**src/rtl/jtcontra_rom_slot.sv**
```systemverilog
// Graphics ROM slot for one 007121: serves tile fetches from a one-word
// cache and turns misses into single-word SDRAM reads.
module jtcontra_rom_slot #(
    parameter int              AW     = 18,
    parameter int              SAW    = 22,
    parameter logic [SAW-1:0]  OFFSET = '0
) (
    input  logic            rst,
    input  logic            clk24,
    input  logic            rom_cs,
    input  logic [AW-1:0]   rom_addr,
    output logic [15:0]     rom_data,
    output logic            rom_ok,
    input  logic            flush,
    input  logic            downloading,
    output logic            sdram_req,
    output logic [SAW-1:0]  sdram_addr,
    input  logic            sdram_ack,
    input  logic            data_rdy,
    input  logic [15:0]     data_read
);

    localparam logic [1:0] IDLE      = 2'd0;
    localparam logic [1:0] WAIT_ACK  = 2'd1;
    localparam logic [1:0] WAIT_DATA = 2'd2;

    logic [1:0]    st;
    logic          cvalid;
    logic          discard;
    logic [AW-1:0] caddr;
    logic [AW-1:0] req_addr;
    logic [15:0]   cdata;
    logic          addr_hit;
    logic          miss;
    logic          fill;
    logic [SAW-1:0] ext_addr;

    assign addr_hit = cvalid & (rom_addr == caddr);
    assign rom_ok   = addr_hit & rom_cs & ~downloading;
    assign rom_data = cdata;
    assign miss     = rom_cs & ~downloading & ~addr_hit;
    assign ext_addr = SAW'(rom_addr);
    // Ack and data can land together; that still completes the read
    assign fill     = data_rdy & ((st == WAIT_DATA) |
                                  ((st == WAIT_ACK) & sdram_ack));

    always_ff @(posedge clk24) begin
        if (rst) begin
            st         <= IDLE;
            cvalid     <= 1'b0;
            discard    <= 1'b0;
            caddr      <= '0;
            req_addr   <= '0;
            cdata      <= '0;
            sdram_req  <= 1'b0;
            sdram_addr <= '0;
        end else begin
            if (fill) begin
                cdata  <= data_read;
                caddr  <= req_addr;
                cvalid <= ~(discard | flush | downloading);
            end else if (flush | downloading) begin
                cvalid <= 1'b0;
            end
            case (st)
                IDLE: begin
                    if (miss) begin
                        req_addr   <= rom_addr;
                        sdram_addr <= OFFSET + ext_addr;
                        sdram_req  <= 1'b1;
                        discard    <= flush;
                        st         <= WAIT_ACK;
                    end
                end
                WAIT_ACK: begin
                    discard <= discard | flush | downloading;
                    if (sdram_ack) begin
                        sdram_req <= 1'b0;
                        st        <= data_rdy ? IDLE : WAIT_DATA;
                    end
                end
                WAIT_DATA: begin
                    discard <= discard | flush | downloading;
                    if (data_rdy) st <= IDLE;
                end
                default: st <= IDLE;
            endcase
        end
    end

endmodule
```
**config.mk**
```make
export PLATFORM = sky130hd
export DESIGN_NAME = jtcontra_rom_slot
export DESIGN_NICKNAME = d
export VERILOG_FILES = /design/src/rtl/jtcontra_rom_slot.sv
export SDC_FILE = /design/constraint.sdc
export NUM_CORES = 1
export LEC_CHECK = 0
export ABC_AREA = 0
export BUFFER_PORTS_ARGS = -buffer_cell sky130_fd_sc_hd__buf_2
export CORE_MARGIN = 5
export CORE_UTILIZATION = 45
export CTS_CLUSTER_DIAMETER = 50
export DETAILED_ROUTE_END_ITERATION = 10
export PLACE_DENSITY = 0.76
export SETUP_SLACK_MARGIN = 0.2
export SLEW_MARGIN = 0
export SYNTH_ARGS = -nofsm -noshare
export SYNTH_HDL_FRONTEND = slang
export SYNTH_SLANG_ARGS = --single-unit
```
**constraint.sdc**
```tcl
create_clock -name clk24 -period 1.64 [get_ports clk24]
set_input_delay 0.246 -clock clk24 [delete_from_list [all_inputs] [get_ports clk24]]
set_output_delay 0.246 -clock clk24 [all_outputs]
set_load 0.05 [all_outputs]
```
==> flow_metrics.py, run 1 <==
metrics = {
    "pwr": {
        "p_leak_nw": 1.89,
        "power.density_nw_per_um2": 830,
        "ir_drop_uv": 673,
    },
    "synthesis": {
        "synth_cell_types": 30,
        "synthesis.area_sq_um": 2380,
        "avgSynthCellArea_sq_um": 8.58,
        "async_flop_share_pct": 0,
        "yosys.area.top_type": "dfxtp_1",
        "synth_top_area_share_pct": 48.0,
        "synthCells": 277,
        "synth_seq_cells": 57,
        "yosysSeqAreaShare_pct": 48.0,
        "synth_edf_count": 0,
        "synthFlopType": "dfxtp_1",
        "synthTopCellsByArea": "dfxtp_1 (48%), nand2_1 (11%), mux2i_1 (8.4%)",
        "ys_warn_count": 0,
    },
    "cts": {
        "cts_tree": "yes",
        "h-tree-depth": 3,
        "path_clk_slew_ns": 0.07,
        "clk_latency_ns": 0.33,
        "cts-buffers-inserted": 9,
        "cts.sink_count": 57,
        "clockBufferDepth": 2,
        "cts_hold_buf": 0,
        "root_buffer": "clkbuf_8",
    },
    "critical_path": {
        "arrival_ns": 1.71,
        "slowest_delay_ns": 0.34,
        "critPathKind": "flop to output pin",
        "worstPathMaxFanout": 2,
        "start_kind": "flop",
        "path_cells": "xnor2_2 -> nand4_1 -> nor4_2 -> buf_4 -> nand2_1 -> nor2_4 -> buf_8",
        "cp-end-kind": "output pin",
        "worstPathRequired_ns": 1.39,
        "cp_slowest_cell": "dfxtp_2",
    },
    "global_route": {
        "grt_overflow": 0,
        "antenna_found_initial": 0,
        "grt_pass1_vias": 2019,
        "grtUsageTotal_pct": 18.9,
        "grt_pass1_wl_mm": 9.63,
        "grt_max_degree": 35,
    },
    "sta": {
        "fmax_mhz": 512,
        "finalMaxSlewViolations": 0,
        "layout_min_cycle_time_ns": 1.95,
        "skew_ns": 0.0101,
        "finalSetupViolCount": 23,
        "rsz0062_at_grt": "true",
        "final.setup.worst_slack_ns": -0.313,
        "hold_viol": 0,
        "period_share_pct": 119,
    },
    "final_layout": {
        "most-common-layout-cells": "buf_2 (75), dfxtp_1 (49), nand2_4 (38), a21oi_2 (33), nand2_1 (29)",
        "postLayoutCellArea_sq_um": 3910,
        "fin_util_pct": 76.5,
        "fillers": 357,
        "areaGrowthSynthToFinish_pct": 64.4,
        "drive_above_1_share_pct": 57.2,
        "diodes": 0,
        "final_common_cell": "buf_2",
        "nNetsFinal": 420,
    },
    "detailed_routing": {
        "via_per_inst": 5.10,
        "vias": 2299,
        "wl_per_cell_um": 17.0,
        "route.detailed.drc": 0,
        "dr.max_layer_used": "met4",
        "wl_met2_mm": 4.18,
        "totalWireLength_mm": 7.65,
        "wl_met3_um": 338,
        "drt_iter0_drc": 73,
        "drt_pass1_iterations": 4,
        "wl_met1_mm": 2.97,
        "antenna_left": 0,
    },
    "outcome": {
        "violations": "negative setup slack",
        "status": "finished with violations",
    },
    "placement": {
        "placed_cell_area_sq_um": 2900,
        "dp_hpwl_mm": 4.05,
        "port_buffers": 76,
        "gp_congestion": 0.805,
    },
    "die": {
        "start_util_pct": 46.5,
        "die_w_um": 82.7,
        "core_area_sq_um": 5110,
        "dieArea_sq_um": 6840,
        "rows": 26,
        "die_h_um": 82.7,
        "ios": 81,
    },
    "min_path": {
        "hold_path_class": "primary input to flop",
    },
    "job": {
        "cap_violations": 0,
    },
}
-- synthesized netlist by cell type, drive strengths merged (2+ instances only) --
cell type / number
nand2: 71
dfxtp: 57
a21oi: 37
nor2: 22
mux2i: 20
xnor2: 15
clkbuf: 12
buf: 7
inv: 7
nand4: 4
ha: 3
nor4: 3
xor2: 3
a211oi: 2
nand2b: 2
nand3b: 2
o21ai: 2
-- layout make-up --
cell class                 instances  area (sq um)  area share [%]
multi-input combinational        197          1640            41.9
sequential                        57          1150            29.4
clock inverter                     3          15.0           0.384
timing repair buffer             104           830            21.2
tap                               70          87.6            2.24
inverter                           7          28.8           0.736
clock buffer                      13           159            4.07
-- timing repair --
action,in CTS,in global routing
gates resized for setup,24,129
setup endpoints to repair,57,57
cloned,3,5
buffers inserted,4,2
pin swaps,3,58
-- flip-flops by register name, summed over array words and instances, names as in the netlist --
register / flops
caddr: 18
cvalid: 1
discard: 1
req_addr: 18
rom_data: 16
sdram_req: 1
st: 2
-- layer usage --
metal  vias to the layer above  global-route usage [%]
met4                         0                    8.99
met5                         -                       0
met1                      1102                    22.7
met2                        74                    32.2
li1                       1110                       -
met3                        13                    3.90
-- through the flow --
stage	setup TNS, ns	power, W	setup slack, ns	cells	hold WS [ns]
after floorplan	0	0.00182	0.0264	280	0.324
after global placement	-2.03	0.00194	-0.176	421	0.439
after detailed placement	-2.30	0.00195	-0.202	421	0.440
after CTS	-3.56	0.00313	-0.304	444	0.0962
after global routing	-6.33	0.00339	-0.437	451	0.0793
final	-4.07	0.00324	-0.313	451	0.0959
-- cell families after synthesis --
kind of cell / synth area share, %
AO/OA/AOI/OAI: 10.5
XOR/XNOR: 6.63
adder cells (fa/ha/maj): 1.58
buffers and inverters: 5.74
flip-flops: 48.0
multiplexers: 8.42
other: 0.158
AND/OR/NAND/NOR: 18.9
-- worst max-delay path: cells and delay by family, from the launching register on --
family	cells	cell delay, ns
xor+xnor	1	0.14
simple gates	4	0.60
flops	1	0.34
buf+inv	2	0.30
-- path summary, 6_finish.rpt --
check	from	to	slack (ns)	cells past startpoint
hold reg to reg	rom_data[4]$_SDFFE_PP0P_	rom_data[4]$_SDFFE_PP0P_	0.45	2
setup reg to reg	caddr[16]$_SDFFE_PP0P_	req_addr[5]$_SDFFE_PP0P_	-0.26	9
setup / recovery	caddr[12]$_SDFFE_PP0P_	rom_ok	-0.31	7
hold / removal	flush	cvalid$_SDFFE_PP0P_	0.1	2
-- power by group --
part           switching [W]  internal, W
logic               0.000372     0.000220
clock network       0.000555     0.000624
registers          0.0000454      0.00143
Note: power is estimated with default switching activity, not from simulation.
==> run 2: changes to the inputs <==
==> constraint.sdc (replaced) <==
create_clock -name clk24 -period 1.73 [get_ports clk24]
set_input_delay 0.2595 -clock clk24 [delete_from_list [all_inputs] [get_ports clk24]]
set_output_delay 0.2595 -clock clk24 [all_outputs]
set_load 0.05 [all_outputs]
==> run 2 against run 1 <==
Net effect:
- the run still ends with negative setup slack left
- cell area down 9.8%
- setup slack better by 0.065 ns
- via count down 6.1%
- sequential cell count unchanged
- critical endpoint unchanged
- wire length down 17%
- worst hold slack better by 0.023 ns
- clock-buffer cell count up 1
- non-clock buffer count down 1
- power down 1.4%
- sequential share of layout area up 3.3 points
==> flow_metrics.py, run 2 (synthesized netlist as in run 1, its figures left out) <==
metrics = {
    "outcome": {
        "status": "finished with violations",
        "violations": "negative setup slack",
    },
    "die": {
        "core_area_sq_um": 5110,
        "rows": 26,
        "die_h_um": 82.7,
        "die_w_um": 82.7,
        "start_util_pct": 46.5,
        "ios": 81,
        "dieArea_sq_um": 6840,
    },
    "critical_path": {
        "cp-end-kind": "output pin",
        "worstPathRequired_ns": 1.47,
        "arrival_ns": 1.72,
        "worstPathMaxFanout": 2,
        "r2r_cells": 11,
        "path_cells": "xnor2_2 -> nand4_1 -> nor4_2 -> buf_4 -> nand2_2 -> nor2_4 -> buf_8",
        "cp.depth": 7,
        "crit_buf_inv": 2,
        "cp_slowest_cell": "dfxtp_2",
        "critPathTopFamily": "simple AND/OR/NAND/NOR gates",
        "start_kind": "flop",
        "critPathKind": "flop to output pin",
        "slowest_delay_ns": 0.33,
    },
    "global_route": {
        "busiest_layer": "met2",
        "antenna_found_initial": 0,
        "grtUsageTotal_pct": 19.0,
        "grt_overflow": 0,
        "grt_max_degree": 20,
        "grt_pass1_vias": 2040,
        "use_met3_pct": 3.58,
        "grt_pass1_wl_mm": 9.56,
        "use_met1_pct": 23.3,
        "use_met2_pct": 30.8,
    },
    "detailed_routing": {
        "drt_pass1_iterations": 4,
        "drt_iter0_drc": 96,
        "totalWireLength_mm": 6.37,
        "wl_per_cell_um": 14.2,
        "antenna_left": 0,
        "via_per_inst": 4.80,
        "vias": 2159,
        "route.detailed.drc": 0,
    },
    "cts": {
        "cts_hold_buf": 0,
        "cts_tree": "yes",
        "cts-buffers-inserted": 9,
        "clockBufferDepth": 2,
        "root_buffer": "clkbuf_8",
        "cts.sink_count": 57,
        "clk_latency_ns": 0.33,
        "h-tree-depth": 3,
        "path_clk_slew_ns": 0.06,
    },
    "sta": {
        "relSlewSlack_pct": 59.7,
        "finalSetupViolCount": 22,
        "worst_slew_pin_slew_ns": 0.605,
        "hold_viol": 0,
        "skew_ns": 0.00957,
        "fmax_mhz": 505,
        "layout_min_cycle_time_ns": 1.98,
        "worst_hold_slack_ns": 0.119,
        "finalMaxSlewViolations": 0,
        "rsz0062_at_grt": "true",
        "period_share_pct": 114,
        "tns_ns": -3.58,
        "final.setup.worst_slack_ns": -0.248,
    },
    "pwr": {
        "finalPower_w": 0.00320,
        "p_comb_share_pct": 16.5,
        "p_seq_share_pct": 43.3,
        "clockPowerShare_pct": 40.2,
        "p_leak_nw": 1.47,
        "p_int_w": 0.00234,
        "power.density_nw_per_um2": 907,
        "ir_drop_uv": 970,
        "p_sw_w": 0.000862,
        "netSwitchingFraction_pct": 27.0,
    },
    "job": {
        "cap_violations": 0,
    },
    "final_layout": {
        "most-common-layout-cells": "buf_2 (75), nand2_1 (69), dfxtp_1 (49), a21oi_1 (29), nor2_1 (20)",
        "fillers": 424,
        "areaGrowthSynthToFinish_pct": 48.3,
        "diodes": 0,
        "fin_cells": 450,
        "drive_above_1_share_pct": 42.6,
        "final_common_cell": "buf_2",
        "nNetsFinal": 419,
    },
    "placement": {
        "port_buffers": 76,
        "gp_congestion": 0.791,
        "dp.cells": 421,
        "dp_hpwl_mm": 4.19,
    },
    "min_path": {
        "min_path_cells": 2,
        "hold_path_class": "primary input to flop",
    },
}
## run 2: cell count changes in the layout (fill, tap and decap cells not counted), moves of 3 or more
cell	delta
buf_4	+4
xnor2_2	+4
mux2i_1	-3
xnor2_1	-4
nand2_4	-38
a21oi_2	-27
nand2_1	+40
a21oi_1	+25
clkbuf_16	-5
## run 2: path summary, 6_finish.rpt
| path | slack (ns) | endpoint | startpoint |
|---|---|---|---|
| worst max-delay path | -0.25 | rom_ok | caddr[6]$_SDFFE_PP0P_ |
| worst min-delay path | 0.12 | cvalid$_SDFFE_PP0P_ | flush |
| worst max register to register | -0.23 | req_addr[3]$_SDFFE_PP0P_ | caddr[6]$_SDFFE_PP0P_ |
| worst min register to register | 0.45 | rom_data[14]$_SDFFE_PP0P_ | rom_data[14]$_SDFFE_PP0P_ |
## run 2: cell type report
cell class | instances | area, sq um | area share [%]
multi-input combinational | 197 | 1350 | 38.1
sequential | 57 | 1160 | 32.8
timing repair buffer | 103 | 701 | 19.9
clock buffer | 14 | 173 | 4.90
tap | 70 | 87.6 | 2.48
clock inverter | 2 | 35.0 | 0.994
inverter | 7 | 28.8 | 0.816
## run 2: metal layers
layer / part of all wire (%) / wire, um
met5: 0 / 0
met4: 2.0 / 129
met3: 6.3 / 399
met2: 50 / 3190
met1: 42 / 2650
## run 2: timing repair
| item | in CTS | in global routing |
|---|---|---|
| gates resized for setup | 24 | 37 |
| gates cloned | 2 | 0 |
| pin swaps | 6 | 8 |
| endpoints found under the setup margin | 57 | 57 |
| buffers inserted | 7 | 4 |
| endpoints found under the hold margin | 0 | 0 |
## run 2: power groups by stage
stage	logic (W)	clock network [W]	registers, W
finish	0.000528	0.00129	0.00138
floorplan	0.000195	0	0.00152
global placement	0.000440	0	0.00141
detailed placement	0.000447	0	0.00141
global route	0.000560	0.00138	0.00139
CTS	0.000485	0.00131	0.00138
## run 2: metrics by stage
step / instance area (sq um) / worst slack [ns] / util, %
global route: 3530 / -0.356 / 69.0
floorplan: 2420 / 0.116 / -
detailed placement: 2920 / -0.125 / 57.1
finish: 3530 / -0.248 / 69.0
global placement: 2920 / -0.116 / 57.1
CTS: 3330 / -0.262 / 65.2
